===== config.mk =====
export PLATFORM = sky130hd
export DESIGN_NAME = p4_router_egr_demux
export DESIGN_NICKNAME = d
export VERILOG_FILES = /design/src/rtl/p4_router_egr_demux.sv
export SDC_FILE = /design/constraint.sdc
export NUM_CORES = 1
export LEC_CHECK = 0
export ABC_AREA = 1
export CAP_MARGIN = 20
export CORE_ASPECT_RATIO = 0.8
export CORE_MARGIN = 2
export CORE_UTILIZATION = 44
export DETAILED_ROUTE_END_ITERATION = 10
export PLACE_DENSITY = 0.84
export SLEW_MARGIN = 20
export SYNTH_ARGS = -nofsm -noshare
export SYNTH_HDL_FRONTEND = slang
export SYNTH_HIERARCHICAL = 1
export SYNTH_SLANG_ARGS = --single-unit
export TNS_END_PERCENT = 50

===== constraint.sdc =====
create_clock -name clk -period 2.15 [get_ports clk]
set_input_delay 0.215 -clock clk [delete_from_list [all_inputs] [get_ports clk]]
set_output_delay 0.215 -clock clk [all_outputs]
set_load 0.02 [all_outputs]

===== src/rtl/p4_router_egr_demux.sv =====
// Egress demux: pairs each VNP4 packet with its out-of-band metadata word and
// steers the whole packet to one egress port, or drops it when the port is invalid or disabled.

module p4_router_egr_demux_lane #(
  parameter int          SEL_W = 8,
  parameter int unsigned IDX   = 0
) (
  input  logic [SEL_W-1:0] head_sel,
  input  logic [SEL_W-1:0] cur_sel,
  input  logic             port_en,
  input  logic             fwd,
  input  logic             s_tvalid,
  input  logic             m_tready,
  output logic             head_hit,
  output logic             m_tvalid,
  output logic             rdy
);
  logic cur_hit;

  assign head_hit = (32'(head_sel) == IDX) && port_en;
  assign cur_hit  = fwd && (32'(cur_sel) == IDX);
  assign m_tvalid = cur_hit && s_tvalid;
  assign rdy      = cur_hit && m_tready;
endmodule

module p4_router_egr_demux #(
  parameter int DATA_BYTES                   = 8,
  parameter int NUM_EGR_PORTS                = 4,
  parameter int USER_METADATA_WIDTH          = 16,
  parameter int ING_PHYS_PORT_METADATA_WIDTH = 8,
  parameter int MD_FIFO_DEPTH                = 4
) (
  input  logic                           clk,
  input  logic                           aresetn,
  input  logic [NUM_EGR_PORTS-1:0]       port_enable,
  input  logic [USER_METADATA_WIDTH-1:0] md_in,
  input  logic                           md_in_valid,
  input  logic [8*DATA_BYTES-1:0]        s_tdata,
  input  logic [DATA_BYTES-1:0]          s_tkeep,
  input  logic                           s_tlast,
  input  logic                           s_tvalid,
  output logic                           s_tready,
  output logic [8*DATA_BYTES-1:0]        m_tdata,
  output logic [DATA_BYTES-1:0]          m_tkeep,
  output logic                           m_tlast,
  output logic [NUM_EGR_PORTS-1:0]       m_tvalid,
  input  logic [NUM_EGR_PORTS-1:0]       m_tready,
  output logic                           drop_pulse,
  output logic [31:0]                    drop_count,
  output logic                           md_overflow
);
  localparam int SEL_W = USER_METADATA_WIDTH - ING_PHYS_PORT_METADATA_WIDTH;
  localparam int PTR_W = $clog2(MD_FIFO_DEPTH);

  typedef enum logic [1:0] {IDLE, FWD, DROP} state_t;

  state_t                   state;
  logic [SEL_W-1:0]         md_mem [MD_FIFO_DEPTH];
  logic [PTR_W-1:0]         wr_ptr, rd_ptr;
  logic [PTR_W:0]           md_cnt;
  logic [SEL_W-1:0]         cur_sel, head_sel;
  logic                     fifo_full, push, pop, fwd, beat_done;
  logic [NUM_EGR_PORTS-1:0] head_hit, cur_rdy;
  logic                     unused_ing;

  // Ingress-port bits travel with the metadata but play no part in egress steering.
  assign unused_ing  = ^md_in[ING_PHYS_PORT_METADATA_WIDTH-1:0];

  assign fifo_full   = md_cnt == (PTR_W+1)'(MD_FIFO_DEPTH);
  assign pop         = (state == IDLE) && (md_cnt != '0);
  assign push        = md_in_valid && (!fifo_full || pop);
  assign md_overflow = md_in_valid && fifo_full && !pop;
  assign head_sel    = md_mem[rd_ptr];
  assign fwd         = state == FWD;

  for (genvar i = 0; i < NUM_EGR_PORTS; i++) begin : g_lane
    p4_router_egr_demux_lane #(.SEL_W(SEL_W), .IDX(i)) u_lane (
      .head_sel (head_sel),
      .cur_sel  (cur_sel),
      .port_en  (port_enable[i]),
      .fwd      (fwd),
      .s_tvalid (s_tvalid),
      .m_tready (m_tready[i]),
      .head_hit (head_hit[i]),
      .m_tvalid (m_tvalid[i]),
      .rdy      (cur_rdy[i])
    );
  end

  assign s_tready   = (state == DROP) || (|cur_rdy);
  assign beat_done  = s_tvalid && s_tready && s_tlast;
  assign drop_pulse = (state == DROP) && beat_done;
  assign m_tdata    = s_tdata;
  assign m_tkeep    = s_tkeep;
  assign m_tlast    = s_tlast;

  always_ff @(posedge clk) begin
    if (push) md_mem[wr_ptr] <= md_in[USER_METADATA_WIDTH-1:ING_PHYS_PORT_METADATA_WIDTH];
  end

  always_ff @(posedge clk or negedge aresetn) begin
    if (!aresetn) begin
      wr_ptr <= '0;
      rd_ptr <= '0;
      md_cnt <= '0;
    end else begin
      if (push) wr_ptr <= wr_ptr + 1'b1;
      if (pop)  rd_ptr <= rd_ptr + 1'b1;
      case ({push, pop})
        2'b10:   md_cnt <= md_cnt + 1'b1;
        2'b01:   md_cnt <= md_cnt - 1'b1;
        default: md_cnt <= md_cnt;
      endcase
    end
  end

  // Destination validity is frozen at pop; later enable changes affect only the next packet.
  always_ff @(posedge clk or negedge aresetn) begin
    if (!aresetn) begin
      state      <= IDLE;
      cur_sel    <= '0;
      drop_count <= '0;
    end else begin
      case (state)
        IDLE: if (pop) begin
          cur_sel <= head_sel;
          state   <= (|head_hit) ? FWD : DROP;
        end
        FWD:  if (beat_done) state <= IDLE;
        DROP: if (beat_done) begin
          state <= IDLE;
          if (drop_count != '1) drop_count <= drop_count + 1'b1;
        end
        default: state <= IDLE;
      endcase
    end
  end
endmodule


Word-level counts from Yosys, hierarchy flattened:

Memory sizes are Yosys's and may differ from the RTL's.
Index checks and enable logic that the tools add are counted.

* add/sub/neg operators: 5
* eq/ne operators: 14
* multiplexer cells: 7
* reductions and logical operators: 38

Operators with widths (number)
* adder 32 x 1 -> 32 bit (second input constant): 1
* == test 8 x 2 -> 1 bit (second input constant): 4
* != test 32 bit (second input constant): 1
* logical AND 1 bit: 23
* == test 8 x 1 -> 1 bit (second input constant): 2
* zero test 8 bit: 2
* OR reduction 4 bit: 2
* 2-to-1 mux 2 bit: 3
* one-hot mux 3 bit (2 select lines): 1
* adder 2 x 1 -> 2 bit (second input constant): 2
* == test 2 x 1 -> 1 bit (second input constant): 2
* == test 2 bit (second input constant): 2
* one-hot mux 2 bit (2 select lines): 1
* AND reduction 2 bit: 2
* adder 3 x 1 -> 3 bit (second input constant): 1
* == test 3 bit (second input constant): 1
* AND reduction 3 bit: 1
* nonzero test 3 bit: 1
* subtractor 3 x 1 -> 3 bit (second input constant): 1
* zero test 1 bit: 2
* zero test 2 bit: 1
* logical OR 1 bit: 2
* 2-to-1 mux 1 bit: 2
* != test 2 x 1 -> 1 bit (second input constant): 1
* other kinds (3): 3

* flip-flop bits (word level): 49
* memory bits (writable): 32
* bits of input ports: 101
* output and inout bits: 112
* logic and storage cells: 71
* memories: 1

Memory list
* md_mem: words 4, width 8, read ports 1, clocked after memory_dff 0, write ports 1, line 58 `logic [SEL_W-1:0] md_mem [MD_FIFO_DEPTH];`

Logic depth before layout (Yosys ltp):

* depth after elaboration: 9
* gate-level depth with buffers: 12
* gate-level depth less buffers: 11

Hierarchy:

The synthesis kept the hierarchy.

Modules (own cells, without submodules)
* p4_router_egr_demux: instances 1, cells an instance 617, area each 4882.2 um2
* p4_router_egr_demux_lane (g_lane[1].u_lane ...): instances 2, cells an instance 19, area each 80.1 um2
* p4_router_egr_demux_lane (g_lane[3].u_lane): instances 1, cells an instance 17, area each 73.8 um2
* p4_router_egr_demux_lane (g_lane[0].u_lane): instances 1, cells an instance 17, area each 70.1 um2

Worst setup path after synthesis:

No wires, ideal clock.

* path kind: reg-to-reg
* start: register state[0]
* end: register md_cnt[2]
* arrival: 1.787 ns
* required time: 2.037 ns
* path slack: 0.250 ns
* cell stages (with the launch flop): 12
* buffers on the path: 0
* period minus slack after synthesis: 1.900 ns
* cell sequence: dfrtp_1 > inv_1 > ha_1 > inv_1 > a21oi_1 > nand2_1 > fa_1 > or2_2 > nand2_1 > nand2_1 > nand2_1 > inv_1

* cells in the longest elaborated chain, start to end: 6
* elaborated cells on any way between the ends: 8

Ends and longest elaborated chain
* start, declared: line 57 `state_t state;`
* start signal, assigned: line 127 `state <= (|head_hit) ? FWD : DROP;`
* zero test 2 bit (*): line 70 `assign pop = (state == IDLE) && (md_cnt != '0);`
* logical AND 1 bit (*): line 70
* logical OR 1 bit: line 71 `assign push = md_in_valid && (!fifo_full || pop);`
* logical AND 1 bit: line 71
* == test 2 x 1 -> 1 bit or == test 2 bit (tied branches): line 109 `case ({push, pop})`
* one-hot mux 3 bit (2 select lines) or nonzero test 2 bit (tied branches)
* end signal, assigned: line 110 `2'b10: md_cnt <= md_cnt + 1'b1;`
* end signal, assigned: line 111 `2'b01: md_cnt <= md_cnt - 1'b1;`
* end signal, assigned: line 112 `default: md_cnt <= md_cnt;`
* end, declared: line 60 `logic [PTR_W:0] md_cnt;`

Mark *: on every way between the ends. The rest lies on a longest branch, timed or not.
A chain may end at the register's enable or synchronous reset.

Final worst setup path:

Ends and elaborated chain as after synthesis.

==> run metrics <==
CP required 2370 ps; CP Launch Type flop; Avg Inst Size Synth 7.53 sq um; post-synthesis simple-gate area fraction 0.324; Die X 125 microns; Mapped Nets 799; setup violators final 0; Vias/cell 4.90; Max Cap Viol 0; Final Max Tran Viols 0; maximum root-to-sink buffer count 2; CTS tree yes; LEAKAGE 2.63 nW; Max FO, Critical Path 3; post-route cell area 0.00578 sq mm; Synth area leaders dfrtp_1 (24%), edfxtp_1 (19%), nand2_1 (16%); commonest cells in the netlist nand2_1 (225), nor2_1 (101), buf_4 (73), inv_1 (64), dfrtp_1 (49); met2 usage 0.264; # rows 35; GR Overflow Total 0; Synth Area in Compound Gates 0.0347; critical path buffer and inverter count 3; n_diodes 0; asr flop ratio synth 0.605; Cells after DPL 828; CP arrival 2230 ps; mux cell area share after synthesis 0; Worst Skew 12.1 ps; post-synth top area cell dfrtp_1; EDFF count, synth 32; number of port buffers 60; f_max 499 MHz; cells after synthesis 689; worst hold margin 380 ps; die area 0.0127 sq mm; largest family of logic cells by synthesized area simple AND/OR/NAND/NOR gates; DRT iter0 DRCs 286; Hold Path Class in2async; post-synthesis cell type count 30; CP max stage delay 400 ps; placed cell area 0.00547 sq mm; Clock Sink Count 81; power density over the cells 975 mW/mm^2; Yosys warning count 6; Setup TNS Final 0 ps; Synth Area in Adders 0.0232; CTS clk-pin slew, worst paths 70 ps; Crit. End Element flop; Worst Max-Slew Pin Slew 435 ps; first-pass GRT wire length 18.1 mm; Mapped Area 0.00519 sq mm; top cell type's share of synthesized area 0.236; Worst path top cell family by delay simple AND/OR/NAND/NOR gates; final WL 11.1 mm; largest net degree at the start of global routing 50; share of layout cells above drive strength 1 0.0789; count leader, synth nand2_1; initial antenna violation count 0; Tot GR Track Use 0.178; global route hottest layer met2; Layout area overhead 11.5%; Max VDD drop 0.000446 V; WL per Instance 13.2 microns; Inserted Clock Buffers 9; Root Driver clkbuf_16; WS Path Type reg2reg; crit-path cells inv_1 -> ha_1 -> inv_1 -> a21oi_2 -> nand2_2 -> fa_1 -> or2_2 -> nand2_1 -> nand2_1 -> nand2_1 -> inv_1; Slowest-stage cell, CP dfrtp_1; Layout Nets 802; Yosys reg bits 81; HPWL Detailed 8.12 mm; Die H 101 microns; Power, Total 5.64 mW; period utilization 0.933; met3 usage 0.0398; DR vias 4,144; met1 usage 0.256; H-tree Lvls 3; Final Hold Viols 0; DRC 0; 1st-pass router iterations 5; Tmin final 2000 ps; Placer Congestion 0.994; RSZ-0062 raised after global routing yes; io pins 213; core area 0.0115 sq mm; outcome finished clean; Clk Latency, worst-skew pair 340 ps; Initial Util 0.450; post-route ant nets 0; Slew headroom 0.710; sequential element share of the synthesized area 0.422; Top FF cell, synth dfrtp_1; vias in the first global route 3,832; Non-Filler Instances 845; post-synthesis xor/xnor area fraction 0.0270
[final timing paths]
check / from / slack, ps / to / cells past startpoint
worst max-delay path: state[0]$_DFFE_PN0P_ / 150 / md_cnt[2]$_DFFE_PN0P_ / 11
worst min-delay path: aresetn / 380 / drop_count[22]$_DFFE_PN0P_ / 3
worst max register to register: state[0]$_DFFE_PN0P_ / 150 / md_cnt[2]$_DFFE_PN0P_ / 11
worst min register to register: state[1]$_DFFE_PN0P_ / 500 / state[1]$_DFFE_PN0P_ / 2
max in group asynchronous: aresetn / 1520 / drop_count[12]$_DFFE_PN0P_ / 3
min in group clk: s_tdata[0] / 430 / m_tdata[0] / 0
[cells by family (layout without fill, tap and decap cells)]
kind of cell             count (synthesis)  in the layout
AND/OR/NAND/NOR                        399            399
buffers and inverters                  150            158
flip-flops                              81             81
XOR/XNOR                                16             16
AO/OA/AOI/OAI                           34             34
adder cells (fa/ha/maj)                  9              9
[state kept, by name, summed over array words and instances, names as in the netlist]
name	cells
md_cnt	3
state	2
rd_ptr	2
wr_ptr	2
md_mem	32
cur_sel	8
drop_count	32
[routing by layer]
metal  routed length (microns)  vias to the layer above
met5                         0                        -
met1                      5350                     1863
li1                          -                     2087
met2                      4690                      169
met4                       219                        0
met3                       871                       25
[where the power goes]
| part | total (mW) | internal, mW | switching, mW | leakage (nW) |
|---|---|---|---|---|
| Combinational | 1.96 | 0.739 | 1.22 | 1.55 |
| Sequential | 2.19 | 1.94 | 0.253 | 0.935 |
| Clock | 1.49 | 0.815 | 0.673 | 0.142 |
| Total | 5.64 | 3.49 | 2.15 | 2.63 |
[cell usage in the layout, fill, tap and decap left out, types with 10 or more instances in the layout]
master | synthesis | final
nand2_1 | 225 | 224
nor2_1 | 101 | 101
inv_1 | 64 | 63
clkdlybuf4s50_1 | 0 | 52
dfrtp_1 | 49 | 49
nand3_1 | 32 | 32
edfxtp_1 | 32 | 32
o21ai_0 | 21 | 21
buf_4 | 73 | 15
nor3_1 | 12 | 12
xor2_1 | 10 | 10
[per-stage QoR]
| step | worst slack [ps] | util |
|---|---|---|
| floorplan | 250 | - |
| global placement | 189 | 0.475 |
| detailed placement | 167 | 0.475 |
| CTS | 0.755 | 0.501 |
| global route | -21.1 | 0.502 |
| finish | 145 | 0.502 |
[tightest hold or removal path, stage by stage]
cell and delay [ps]:
dlygate4sd3_1 510, buf_2 120, buf_12 250
[layout make-up]
type	instances	area, sq um
fill	1070	5730
sequential	81	2190
multi-input combinational	458	2120
timing repair buffer	77	741
inverter	65	250
clock buffer	9	225
tap	148	185
clock inverter	7	70.1
[repair_timing]
action / in CTS / in global routing
endpoints found under the hold margin: 49 / 0
setup buffers: 0 / 0
gates resized for setup: 3 / 9
setup endpoints to repair: 3 / 7
hold buffers: 1 / 0
Power figures use the tool's default switching activity.
